$ cat src/rtl/nibble_serial_adder_if.sv
// ---------------------------------------------------------------------------
// nibble_serial_adder_if
//   Request/result bundle for the nibble-serial adder.
//
//   Parameter:
//     N_NIB  number of 4-bit nibbles per operand (W = 4*N_NIB)
//
//   Signals:
//     start  request: sample a, b, cin and begin an addition
//     a, b   W-bit operands (unsigned or two's complement)
//     cin    carry into nibble 0
//     busy   addition in progress
//     done   one-cycle pulse, sum/cout/ovf just updated
//     sum    a+b+cin mod 2^W
//     cout   carry out of the MSB nibble
//     ovf    two's-complement overflow of the result
//
//   Modports:
//     master  requester side (drives start/a/b/cin)
//     slave   adder side (drives busy/done/sum/cout/ovf)
// ---------------------------------------------------------------------------
interface nibble_serial_adder_if #(
  parameter int N_NIB = 4
) ();
  localparam int W = 4 * N_NIB;

  logic         start;
  logic [W-1:0] a;
  logic [W-1:0] b;
  logic         cin;
  logic         busy;
  logic         done;
  logic [W-1:0] sum;
  logic         cout;
  logic         ovf;

  modport master (
    output start, a, b, cin,
    input  busy, done, sum, cout, ovf
  );

  modport slave (
    input  start, a, b, cin,
    output busy, done, sum, cout, ovf
  );
endinterface

$ cat src/rtl/nibble_serial_adder.sv
// ---------------------------------------------------------------------------
// nibble_serial_adder
//   Adds two W-bit operands plus a carry-in using one 4-bit adder stage,
//   one nibble per clock, least significant nibble first.  A new request is
//   accepted in IDLE or DONE; results appear N_NIB+1 edges after acceptance.
//
//   Parameter:
//     N_NIB  nibbles per operand, 1..8 (W = 4*N_NIB)
//
//   Ports:
//     clk    sole clock, rising edge
//     rst    synchronous active-high reset
//     bus    nibble_serial_adder_if.slave (start/a/b/cin in,
//            busy/done/sum/cout/ovf out)
// ---------------------------------------------------------------------------
module nibble_serial_adder #(
  parameter int N_NIB = 4
) (
  input  logic                  clk,
  input  logic                  rst,
  nibble_serial_adder_if.slave  bus
);
  localparam int W = 4 * N_NIB;

  localparam logic [1:0] IDLE = 2'd0;
  localparam logic [1:0] RUN  = 2'd1;
  localparam logic [1:0] DONE = 2'd2;

  localparam logic [3:0] LAST_NIB = 4'(N_NIB - 1);

  logic [1:0]   state_q, state_d;
  // The A shift register doubles as the result shift register: each result
  // nibble enters at the top while the consumed A nibble leaves the bottom.
  // After N_NIB shifts it holds the complete sum.
  logic [W-1:0] ar_q, ar_d;
  logic [W-1:0] b_q, b_d;
  logic         carry_q, carry_d;
  logic [3:0]   cnt_q, cnt_d;
  logic [W-1:0] sum_q, sum_d;
  logic         cout_q, cout_d;
  logic         ovf_q, ovf_d;

  logic [4:0]   nib_add;
  logic [W-1:0] ar_shift;

  // The single 4-bit add stage.
  assign nib_add = {1'b0, ar_q[3:0]} + {1'b0, b_q[3:0]} + {4'd0, carry_q};

  generate
    if (N_NIB == 1) begin : g_single
      assign ar_shift = nib_add[3:0];
    end else begin : g_multi
      assign ar_shift = {nib_add[3:0], ar_q[W-1:4]};
    end
  endgenerate

  always_comb begin
    state_d = state_q;
    ar_d    = ar_q;
    b_d     = b_q;
    carry_d = carry_q;
    cnt_d   = cnt_q;
    sum_d   = sum_q;
    cout_d  = cout_q;
    ovf_d   = ovf_q;

    case (state_q)
      IDLE, DONE: begin
        if (bus.start) begin
          ar_d    = bus.a;
          b_d     = bus.b;
          carry_d = bus.cin;
          cnt_d   = 4'd0;
          state_d = RUN;
        end else begin
          state_d = IDLE;
        end
      end

      RUN: begin
        ar_d    = ar_shift;
        b_d     = b_q >> 4;
        carry_d = nib_add[4];
        cnt_d   = cnt_q + 4'd1;
        if (cnt_q == LAST_NIB) begin
          state_d = DONE;
          sum_d   = ar_shift;
          cout_d  = nib_add[4];
          // On the last nibble ar_q[3]/b_q[3] are still the original operand
          // sign bits, and nib_add[3] is the result sign bit.
          ovf_d   = (ar_q[3] == b_q[3]) && (nib_add[3] != ar_q[3]);
        end
      end

      default: begin
        state_d = IDLE;
      end
    endcase
  end

  always_ff @(posedge clk) begin
    if (rst) begin
      state_q <= IDLE;
      ar_q    <= '0;
      b_q     <= '0;
      carry_q <= 1'b0;
      cnt_q   <= 4'd0;
      sum_q   <= '0;
      cout_q  <= 1'b0;
      ovf_q   <= 1'b0;
    end else begin
      state_q <= state_d;
      ar_q    <= ar_d;
      b_q     <= b_d;
      carry_q <= carry_d;
      cnt_q   <= cnt_d;
      sum_q   <= sum_d;
      cout_q  <= cout_d;
      ovf_q   <= ovf_d;
    end
  end

  assign bus.busy = (state_q == RUN);
  assign bus.done = (state_q == DONE);
  assign bus.sum  = sum_q;
  assign bus.cout = cout_q;
  assign bus.ovf  = ovf_q;

endmodule

$ cat src/flat_wrapper.sv
// flat-port wrapper written by rule: the top's interface ports become plain ports
module nibble_serial_adder_flat 
#(
  parameter int N_NIB = 4
)
  (clk, rst, bus_start, bus_a, bus_b, bus_cin, bus_busy, bus_done, bus_sum, bus_cout, bus_ovf);
  nibble_serial_adder_if #(.N_NIB(N_NIB)) bus_i ();
  input  logic clk;
  input  logic rst;
  input wire logic [$bits(bus_i.start)-1:0] bus_start;
  input wire logic [$bits(bus_i.a)-1:0] bus_a;
  input wire logic [$bits(bus_i.b)-1:0] bus_b;
  input wire logic [$bits(bus_i.cin)-1:0] bus_cin;
  output wire logic [$bits(bus_i.busy)-1:0] bus_busy;
  output wire logic [$bits(bus_i.done)-1:0] bus_done;
  output wire logic [$bits(bus_i.sum)-1:0] bus_sum;
  output wire logic [$bits(bus_i.cout)-1:0] bus_cout;
  output wire logic [$bits(bus_i.ovf)-1:0] bus_ovf;
  assign bus_i.start = bus_start;
  assign bus_i.a = bus_a;
  assign bus_i.b = bus_b;
  assign bus_i.cin = bus_cin;
  assign bus_busy = bus_i.busy;
  assign bus_done = bus_i.done;
  assign bus_sum = bus_i.sum;
  assign bus_cout = bus_i.cout;
  assign bus_ovf = bus_i.ovf;
  nibble_serial_adder #(.N_NIB(N_NIB)) u_core (.clk(clk), .rst(rst), .bus(bus_i));
endmodule
$ cat config.mk
export PLATFORM = sky130hd
export DESIGN_NAME = nibble_serial_adder_flat
export DESIGN_NICKNAME = d
export VERILOG_FILES = /design/src/rtl/nibble_serial_adder_if.sv /design/src/rtl/nibble_serial_adder.sv /design/src/flat_wrapper.sv
export SDC_FILE = /design/constraint.sdc
export NUM_CORES = 1
export LEC_CHECK = 0
export CELL_PAD_IN_SITES_DETAIL_PLACEMENT = 0
export CELL_PAD_IN_SITES_GLOBAL_PLACEMENT = 1
export CORE_UTILIZATION = 39
export CTS_CLUSTER_DIAMETER = 200
export DETAILED_ROUTE_END_ITERATION = 8
export GPL_ROUTABILITY_DRIVEN = 0
export PLACE_DENSITY = 0.92
export SLEW_MARGIN = 10
export SYNTH_ARGS = -nofsm -noshare
export SYNTH_HDL_FRONTEND = slang
export SYNTH_SLANG_ARGS = --single-unit
$ cat constraint.sdc
create_clock -name clk -period 5.05 [get_ports clk]
set_input_delay 1.01 -clock clk [delete_from_list [all_inputs] [get_ports clk]]
set_output_delay 1.01 -clock clk [all_outputs]
set_load 0.03 [all_outputs]
; ---- Yosys cells after proc, flatten, opt, wreduce, memory -nomap -nowiden
; Cells that the tools add are included.
[op_classes]
mux = 11
n_reduce_logical = 6
addsub = 3
n_eq_ne = 7
[op_table]
columns = cell, count
row1 = $pmux 16 s2, 2
row2 = $mux 16, 2
row3 = $pmux 4 s2, 1
row4 = $add 4x4->5, 1
row5 = $add 5x1->5, 1
row6 = $add 4x1->4 const B, 1
row7 = $eq 4x2->1 const B, 1
row8 = $mux 4, 1
row9 = $pmux 2 s2, 1
row10 = $reduce_and 2->1, 2
row11 = $eq 2x1->1 const B, 1
row12 = $eq 2x2->1 const B, 1
row13 = $logic_not 2->1, 1
row14 = $mux 1, 2
row15 = $mux 2, 1
row16 = $ne 2x1->1 const B, 1
row17 = $ne 2x2->1 const B, 1
row18 = $pmux 1 s2, 1
row19 = $reduce_bool 2->1, 1
row20 = $reduce_or 2->1, 1
row21 = $eq 1x1->1, 1
row22 = $logic_and 1x1->1, 1
row23 = $ne 1x1->1, 1
[totals]
input_bits = 36
output_inout_bits = 20
word_cells = 35
register_bits = 57

; ---- Logic depth before layout (Yosys ltp)
; Gate-level depths: netlist of the first run.
[logic_depth]
depth_word = 4
mapped_depth = 6
mapped_depth_nobuf = 6

; ---- Least setup slack after synthesis of the first run
; No wires, ideal clock.
[synth_path]
path_kind = register -> output
from = register u_core.state_q[0]
to = output bus_busy
arrival_time_ns = 0.927
stages_incl_launch_ff = 4
t_required_ns = 4.040
slack_ns = 3.113
path_cell_list = dfxtp_1 -> nor2b_2 -> buf_4 -> buf_2
[synth_via]
elab_chain_len = 1
[synth_lines]
columns = element, line
row1 = start: declaration, nibble_serial_adder.sv:31  ; logic [1:0] state_q, state_d;
row2 = start signal: assignment, nibble_serial_adder.sv:112  ; state_q <= state_d;
row3 = $eq 2x1->1, nibble_serial_adder.sv:123  ; assign bus.busy = (state_q == RUN);
row4 = end: declaration, flat_wrapper.sv:14  ; output wire logic [$bits(bus_i.busy)-1:0] bus_busy;
; Every way passes these cells.

; ---- Worst setup path in the final report of the first run
; Same ends and word-level chain as after synthesis.

==> results.json, run 1 <==
{
  "status": "finished clean",
  "syn_avg_cell_area_um2": 8.76,
  "ctsResizeCount": 0,
  "synth-xor-area-share": 0.00752,
  "skew_ps": 7.11,
  "nFillCells": 536,
  "slew_headroom": 0.317,
  "core_area_um2": 5640,
  "finalCoreUtilization": 0.545,
  "clockBufferDepth": 2,
  "drive_gt1_frac": 0.0755,
  "grt-ovfl-total": 0,
  "ctsHtreeMaxLevel": 3,
  "via_per_inst": 5.35,
  "crit_path_cell_trace": "nor2b_2, buf_4, clkdlybuf4s50_1",
  "synth_top_family_by_area": "compound AO/OA/AOI/OAI gates",
  "yosysSeqAreaShare": 0.490,
  "finalSetupViolCount": 0,
  "io_pins": 56,
  "critical-path-top-delay-family": "buffers and inverters",
  "synth_compound_area_frac": 0.231,
  "tightest_slew_ps": 1020,
  "grt_max_degree": 60,
  "initial_core_util": 0.413,
  "grt_pass1_wl_um": 8880,
  "drc": 0,
  "antenna_found_initial": 0,
  "synthAdderAreaFrac": 0.0387,
  "cp.arrival_ps": 1970,
  "final-hold-violation-count": 0,
  "synth_area_um2": 2330,
  "final_cell_mix": "60 x nand2_1, 57 x dfxtp_1, 54 x clkdlybuf4s50_1, 45 x a21oi_1, 33 x a22oi_1",
  "clkLatencyLatePin_ps": 330,
  "crit_path_end_kind": "primary output",
  "cp_slowest_cell": "clkdlybuf4s50_1",
  "dpl_cell_area_um2": 2870,
  "wirelength_um": 5420,
  "pre_cts_slack_ps": 2040,
  "vias": 2087,
  "maxCapViolCount": 0,
  "synth.distinct_cells": 33,
  "critPathKind": "reg -> out",
  "internal-power_w": 0.000794,
  "die_height_um": 79.3,
  "switching_power_w": 0.000250,
  "cts.sinks": 57,
  "grtUsageTotal": 0.187,
  "period_minus_slack_ps": 2980,
  "tritoncts": "built",
  "cp_slowest_stage_delay_ps": 760,
  "finalCritPeriodShare": 0.591,
  "synth_seq_cells": 57,
  "die_w_um": 79.3,
  "syn_nets": 308,
  "hold_class": "reg -> reg",
  "max_freq_mhz": 335,
  "synthSimpleGateAreaFrac": 0.170,
  "area_growth_pct": 32.0,
  "finalInstanceArea_um2": 3070,
  "final_common_cell": "nand2_1",
  "crit_required_ps": 4040,
  "antennaDiodeCount": 0,
  "tns_ps": 0,
  "peakVddDrop_uv": 223,
  "cts_buffers": 9,
  "p_sw_frac": 0.240,
  "port_buffers": 55,
  "crit_fanout": 39,
  "rsz0062_at_grt": "no",
  "drt_iter0_markers": 126,
  "yosys_warnings": 0,
  "synth_mux_area_frac": 0.00859,
  "startpoint_type": "register",
  "seqPwrFrac": 0.465,
  "clk_pin_slew_ps": 60,
  "leakagePower_nw": 1.12,
  "worst_slack_ps": 2070,
  "cp.buffers_inverters": 2,
  "grt_pass1_vias": 1910,
  "pwr_density_cell_nw_per_um2": 340,
  "fin_nets": 355,
  "hold_buffers": 0,
  "wl_per_cell_um": 13.9,
  "numPlacedInstances": 374,
  "row_count": 27,
  "postRouteAntennaNets": 0,
  "drt_first_pass_iters": 6,
  "dp_hpwl_um": 3550,
  "die_area_um2": 6290,
  "power_frac_comb": 0.112,
  "cts_root_buf": "clkbuf_8",
  "postSynthCellCount": 266,
  "stdcell_count": 390,
  "post_cts_buffers": 0,
  "clock_power_share": 0.423,
  "final_max_slew_viol_count": 0
}
[worst min-delay path, cell delays in order, from the launching register on]
cell and delay (ps):
dfxtp_1 310, nand2_1 50, a21oi_1 50
[cells in the mapped netlist (all sizes together)]
library cell	count	area share
a211oi	2	0.0064
a21o	3	0.011
a21oi	45	0.097
a22oi	33	0.11
a31oi	1	0.0027
and3	2	0.0075
buf	17	0.043
clkbuf	4	0.0064
dfxtp	57	0.49
fa	2	0.017
ha	4	0.021
inv	3	0.0048
mux2i	2	0.0086
nand2	60	0.097
nand3	3	0.0064
nand4	1	0.0027
nand4bb	1	0.0048
nor2	15	0.031
nor2b	4	0.012
nor3	1	0.0043
o21ai	2	0.0043
o41ai	1	0.0038
or4b	1	0.0043
xnor2	1	0.0038
xor2	1	0.0038
[stage by stage]
step                      hold WS [ps]  total power [W]
final                              454          0.00104
after global routing               471          0.00109
after CTS                          456          0.00105
after detailed placement           448         0.000612
after global placement             442         0.000610
after floorplan                    437         0.000566
[kinds of logic (layout without fill, tap and decap cells)]
logic type / Yosys count / count (layout)
mux: 2 / 2
buf+inv: 24 / 76
compound gates: 87 / 87
simple gates: 88 / 88
xor+xnor: 2 / 2
fa+ha+maj: 6 / 6
flops: 57 / 57
[cell type report]
type,count,area [um2],share of cell area
Timing Repair Buffer,57,561,0.182
Tap cell,72,90.1,0.0293
Multi-Input combinational cell,185,1060,0.346
Inverter,3,11.3,0.00366
Clock inverter,2,35.0,0.0114
Clock buffer,14,173,0.0562
Sequential cell,57,1140,0.371
[flip-flops by register name, indices dropped and copies added, names as in the netlist]
name,cells
u_core.ar_q,16
u_core.b_q,16
u_core.bus.cout,1
u_core.bus.ovf,1
u_core.bus.sum,16
u_core.carry_q,1
u_core.cnt_q,4
u_core.state_q,2
[path summary, 6_finish.rpt]
path,from,to,slack (ps),cells after the start
hold / removal,u_core.bus.sum[10]$_SDFFE_PP0P_,u_core.bus.sum[10]$_SDFFE_PP0P_,450,2
setup / recovery,u_core.state_q[0]$_SDFFE_PP0P_,bus_busy,2070,3
hold reg to reg,u_core.bus.sum[10]$_SDFFE_PP0P_,u_core.bus.sum[10]$_SDFFE_PP0P_,450,2
setup reg to reg,u_core.state_q[0]$_SDFFE_PP0P_,u_core.bus.sum[15]$_SDFFE_PP0P_,2670,5
[routing by layer]
metal,part of all wire,global-route usage
met2,0.47,0.310
met4,0.021,0.0964
met3,0.052,0.0425
met5,0,0
met1,0.45,0.223
[power groups by stage]
stage                     clock, W  combinational [W]  sequential (W)
after floorplan                  0          0.0000752        0.000491
after global placement           0           0.000114        0.000495
after detailed placement         0           0.000116        0.000496
after CTS                 0.000449           0.000117        0.000486
after global routing      0.000469           0.000128        0.000489
final                     0.000442           0.000117        0.000486
Power figures use the tool's default switching activity.
==> run 2, diff against run 1 <==
CORE_UTILIZATION = 33   (was 39)
PLACE_DENSITY = 0.84   (was 0.92)
clock period = 2.7 ns   (was 5.05 ns; I/O delays follow)
==> results.json, run 2 (synthesis results as in run 1) <==
{
  "clkLatencyLatePin_ps": 340,
  "vias": 2031,
  "row_count": 30,
  "ctsHtreeMaxLevel": 3,
  "postRouteAntennaNets": 0,
  "clk_pin_slew_ps": 60,
  "period_minus_slack_ps": 2120,
  "cp_slowest_cell": "nor2b_2",
  "cp.buffers_inverters": 2,
  "grt-ovfl-total": 0,
  "crit_top_cell": "buf_4",
  "cts.sinks": 57,
  "cts_root_buf": "clkbuf_8",
  "crit_path_cell_trace": "nor2b_2, buf_4, buf_4",
  "wl_met1_um": 2560,
  "hold_buffers": 0,
  "finalSetupViolCount": 0,
  "finalCritPeriodShare": 0.786,
  "dp_hpwl_um": 3640,
  "finalCoreUtilization": 0.455,
  "grt_max_degree": 60,
  "die_w_um": 86.0,
  "fin_nets": 358,
  "final_max_slew_viol_count": 0,
  "cts_buffers": 9,
  "io_pins": 56,
  "critical-path-top-delay-family": "buffers and inverters",
  "hold_class": "reg -> reg",
  "crit_fanout": 13,
  "maxCapViolCount": 0,
  "grt_pass1_wl_um": 8910,
  "grtUsageTotal": 0.158,
  "top_layer_used": "met4",
  "via_per_inst": 4.87,
  "drt_iter0_markers": 115,
  "post_cts_buffers": 0,
  "crit_required_ps": 2160,
  "cp_slowest_stage_delay_ps": 420,
  "status": "finished clean",
  "die_area_um2": 7400,
  "rsz0062_at_grt": "no",
  "initial_core_util": 0.343,
  "die_height_um": 86.0,
  "pre_cts_slack_ps": 626,
  "finalInstanceArea_um2": 3090,
  "port_buffers": 55,
  "critPathKind": "reg -> out",
  "worst_slack_ps": 579,
  "wl_per_cell_um": 13.2,
  "max_freq_mhz": 471,
  "drt_first_pass_iters": 4,
  "final_cell_mix": "60 x nand2_1, 57 x dfxtp_1, 53 x clkdlybuf4s50_1, 45 x a21oi_1, 33 x a22oi_1",
  "crit_path_end_kind": "primary output",
  "tightest_slew_ps": 1060,
  "grt_pass1_vias": 1941,
  "drc": 0,
  "tritoncts": "built",
  "final-hold-violation-count": 0,
  "leakagePower_nw": 1.13,
  "met3_length_um": 310,
  "antenna_found_initial": 0,
  "slew_headroom": 0.294,
  "area_growth_pct": 32.7,
  "pwr_density_cell_nw_per_um2": 595,
  "wirelength_um": 5490,
  "hold_ws_ps": 454,
  "wl_met2_um": 2550,
  "final_common_cell": "nand2_1",
  "antennaDiodeCount": 0,
  "tns_ps": 0,
  "startpoint_type": "register",
  "multiInputGateArea_um2": 1060,
  "nFillCells": 685,
  "drive_gt1_frac": 0.0872,
  "peakVddDrop_uv": 381,
  "core_area_um2": 6790,
  "dpl_cell_area_um2": 2920,
  "clockBufferDepth": 2,
  "cp.arrival_ps": 1580,
  "regArea_um2": 1140,
  "skew_ps": 8.06,
  "ctsResizeCount": 0
}
[run 2: cell count changes in the layout (fill, tap and decap cells not counted), sizes merged]
cell           delta
clkinv            +2
clkdlybuf4s50     -1
bufinv            -1
buf               +4
clkbuf            -1
[run 2: metrics by stage]
stage,total power [W],instances
floorplan,0.00106,266
global placement,0.00114,401
detailed placement,0.00115,401
CTS,0.00185,417
global route,0.00192,417
finish,0.00184,417
[run 2: layout make-up]
type,instances,share of cell area
well taps,96,0.0389
flip-flops and latches,57,0.369
multi-input cells,185,0.344
clock inverters,3,0.00486
clock buffers,13,0.0514
repair buffers,60,0.188
inverters,3,0.00364
[run 2: worst paths after layout]
| kind | start | endpoint | slack [ps] | depth (start not counted) |
|---|---|---|---|---|
| setup / recovery | u_core.state_q[0]$_SDFFE_PP0P_ | bus_busy | 580 | 3 |
| hold / removal | u_core.bus.sum[9]$_SDFFE_PP0P_ | u_core.bus.sum[9]$_SDFFE_PP0P_ | 450 | 2 |
| setup reg to reg | u_core.carry_q$_SDFFE_PP0P_ | u_core.ar_q[14]$_SDFFE_PP0P_ | 760 | 6 |
| hold reg to reg | u_core.bus.sum[9]$_SDFFE_PP0P_ | u_core.bus.sum[9]$_SDFFE_PP0P_ | 450 | 2 |
[run 2: layer usage]
metal | vias up | track usage
met3 | 7 | 0.0645
met1 | 940 | 0.198
li1 | 1027 | -
met4 | 0 | 0.0545
met5 | - | 0
met2 | 57 | 0.247
[run 2: power by group]
group          switching (W)  internal [W]  total, W
Combinational       0.000114      0.000106  0.000220
Clock               0.000331      0.000379  0.000709
Sequential         0.0000277      0.000880  0.000908
Total               0.000473       0.00136   0.00184
[run 2: worst min-delay path: cells and delay by family (launching register included)]
| family | cells | cell delay [ps] |
|---|---|---|
| flops | 1 | 310 |
| compound gates | 1 | 50 |
| simple gates | 1 | 50 |
==> run 3, diff against run 2 <==
CORE_UTILIZATION = 36   (was 33)
PLACE_DENSITY = 0.86   (was 0.84)
clock period = 2.15 ns   (was 2.7 ns; I/O delays follow)
==> results.json, run 3 (synthesis results as in run 1) <==
{
  "grt_util_met3": 0.0703,
  "tritoncts": "built",
  "numPlacedInstances": 384,
  "hold_buffers": 0,
  "crit_required_ps": 1720,
  "reg2reg_slack_ps": 290,
  "top_usage_layer": "met2",
  "ctsResizeCount": 0,
  "nFillCells": 590,
  "period_minus_slack_ps": 1910,
  "startpoint": "u_core.state_q[1]$_SDFFE_PP0P_",
  "final_common_cell": "nand2_1",
  "area_growth_pct": 36.3,
  "antenna_found_initial": 0,
  "skew_ps": 5.66,
  "hold_class": "reg -> reg",
  "timing.rr.end": "u_core.bus.cout$_SDFFE_PP0P_",
  "final_cell_mix": "60 x nand2_1, 57 x dfxtp_1, 53 x clkdlybuf4s50_1, 45 x a21oi_1, 33 x a22oi_1",
  "die_height_um": 82.4,
  "use_met2": 0.298,
  "final_max_slew_viol_count": 0,
  "die_w_um": 82.4,
  "crit_path_cell_trace": "nor2b_1, clkdlybuf4s50_1",
  "peakVddDrop_uv": 556,
  "io_pins": 56,
  "tns_ps": 0,
  "final-hold-violation-count": 0,
  "crit_path_end": "bus_done",
  "maxCapViolCount": 0,
  "crit_path_end_kind": "primary output",
  "antennaDiodeCount": 0,
  "stdcell_count": 400,
  "clk_pin_slew_ps": 70,
  "dp_hpwl_um": 3750,
  "drt_iter0_markers": 105,
  "cts_root_buf": "clkbuf_8",
  "max_freq_mhz": 523,
  "cp_slowest_stage_delay_ps": 670,
  "row_count": 28,
  "regArea_um2": 1140,
  "cp.arrival_ps": 1480,
  "startpoint_type": "register",
  "grt-ovfl-total": 0,
  "initial_core_util": 0.382,
  "tightest_slew_ps": 595,
  "grtUsageTotal": 0.186,
  "wirelength_um": 5560,
  "post_cts_buffers": 0,
  "multiInputGateArea_um2": 1060,
  "status": "finished clean",
  "finalSetupViolCount": 0,
  "wl_per_cell_um": 13.9,
  "cp.buffers_inverters": 1,
  "rsz0062_at_grt": "no",
  "pwr_density_cell_nw_per_um2": 833,
  "critical-path-top-delay-family": "buffers and inverters",
  "die_area_um2": 6800,
  "grt_max_degree": 36,
  "drt_first_pass_iters": 5,
  "clkLatencyLatePin_ps": 340,
  "ctsHtreeMaxLevel": 3,
  "finalCoreUtilization": 0.521,
  "crit_fanout": 2,
  "critPathKind": "reg -> out",
  "vias": 2043,
  "finalCritPeriodShare": 0.890,
  "grtUsageMet1": 0.225,
  "timing.rr.start": "u_core.carry_q$_SDFFE_PP0P_",
  "via_per_inst": 5.11,
  "cts.sinks": 57,
  "grt_pass1_wl_um": 9180,
  "drc": 0,
  "critical_path_depth": 2,
  "clockBufferDepth": 2,
  "slew_headroom": 0.603,
  "core_area_um2": 6100,
  "drive_gt1_frac": 0.105,
  "port_buffers": 55,
  "cts_buffers": 9,
  "cp_slowest_cell": "clkdlybuf4s50_1",
  "leakagePower_nw": 1.18,
  "grt_pass1_vias": 1954,
  "postRouteAntennaNets": 0,
  "fin_nets": 362,
  "r2r_cells": 6
}
## run 3: cell types whose count changed in the layout (fill, tap and decap cells not counted), sizes merged
cell and change:
clkbuf -3, bufinv +3, buf +4
## run 3: per-stage QoR
step           cell area [um2]  worst slack [ps]  hold WS, ps  power, W
5_1_grt                   3180               163          486   0.00276
2_1_floorplan             2330               393          437   0.00133
4_1_cts                   3180               209          456   0.00267
6_report                  3180               237          451   0.00264
3_3_place_gp              2930               269          442   0.00144
3_5_place_dp              2930               257          447   0.00144
## run 3: how the worst min path moves through the flow
stage                                              start                        endpoint  slack, ps  depth (start not counted)
after global placement    u_core.bus.sum[6]$_SDFFE_PP0P_  u_core.bus.sum[6]$_SDFFE_PP0P_        440                          2
final                     u_core.bus.sum[7]$_SDFFE_PP0P_  u_core.bus.sum[7]$_SDFFE_PP0P_        450                          2
after CTS                 u_core.bus.sum[7]$_SDFFE_PP0P_  u_core.bus.sum[7]$_SDFFE_PP0P_        460                          2
after floorplan              u_core.b_q[10]$_SDFFE_PP0P_     u_core.b_q[10]$_SDFFE_PP0P_        440                          2
after detailed placement  u_core.bus.sum[7]$_SDFFE_PP0P_  u_core.bus.sum[7]$_SDFFE_PP0P_        450                          2
after global routing          u_core.b_q[7]$_SDFFE_PP0P_      u_core.b_q[7]$_SDFFE_PP0P_        490                          2
## run 3: worst reg2reg max path: stages, from the launching register on
cell     delay (ps)
dfxtp_1         330
fa_1            470
fa_1            410
a21o_2          200
a21o_1          190
nand2_1          70
a21oi_1          60
## run 3: area by class of cell
class	instances	area share
Clock buffer	10	0.0433
Clock inverter	6	0.0331
Inverter	3	0.00355
Multi-Input combinational cell	185	0.335
Sequential cell	57	0.359
Tap cell	75	0.0296
Timing Repair Buffer	64	0.196
## run 3: layer usage
metal / vias up / wire (um)
met2: 79 / 2680
met5: - / 0
li1: 1032 / -
met3: 2 / 383
met4: 0 / 25
met1: 930 / 2470
## run 3: where the power goes
part | switching [W] | internal [W] | total, W
clock | 0.000427 | 0.000795 | 0.00122
combinational | 0.000143 | 0.000137 | 0.000280
sequential | 0.0000368 | 0.00111 | 0.00114
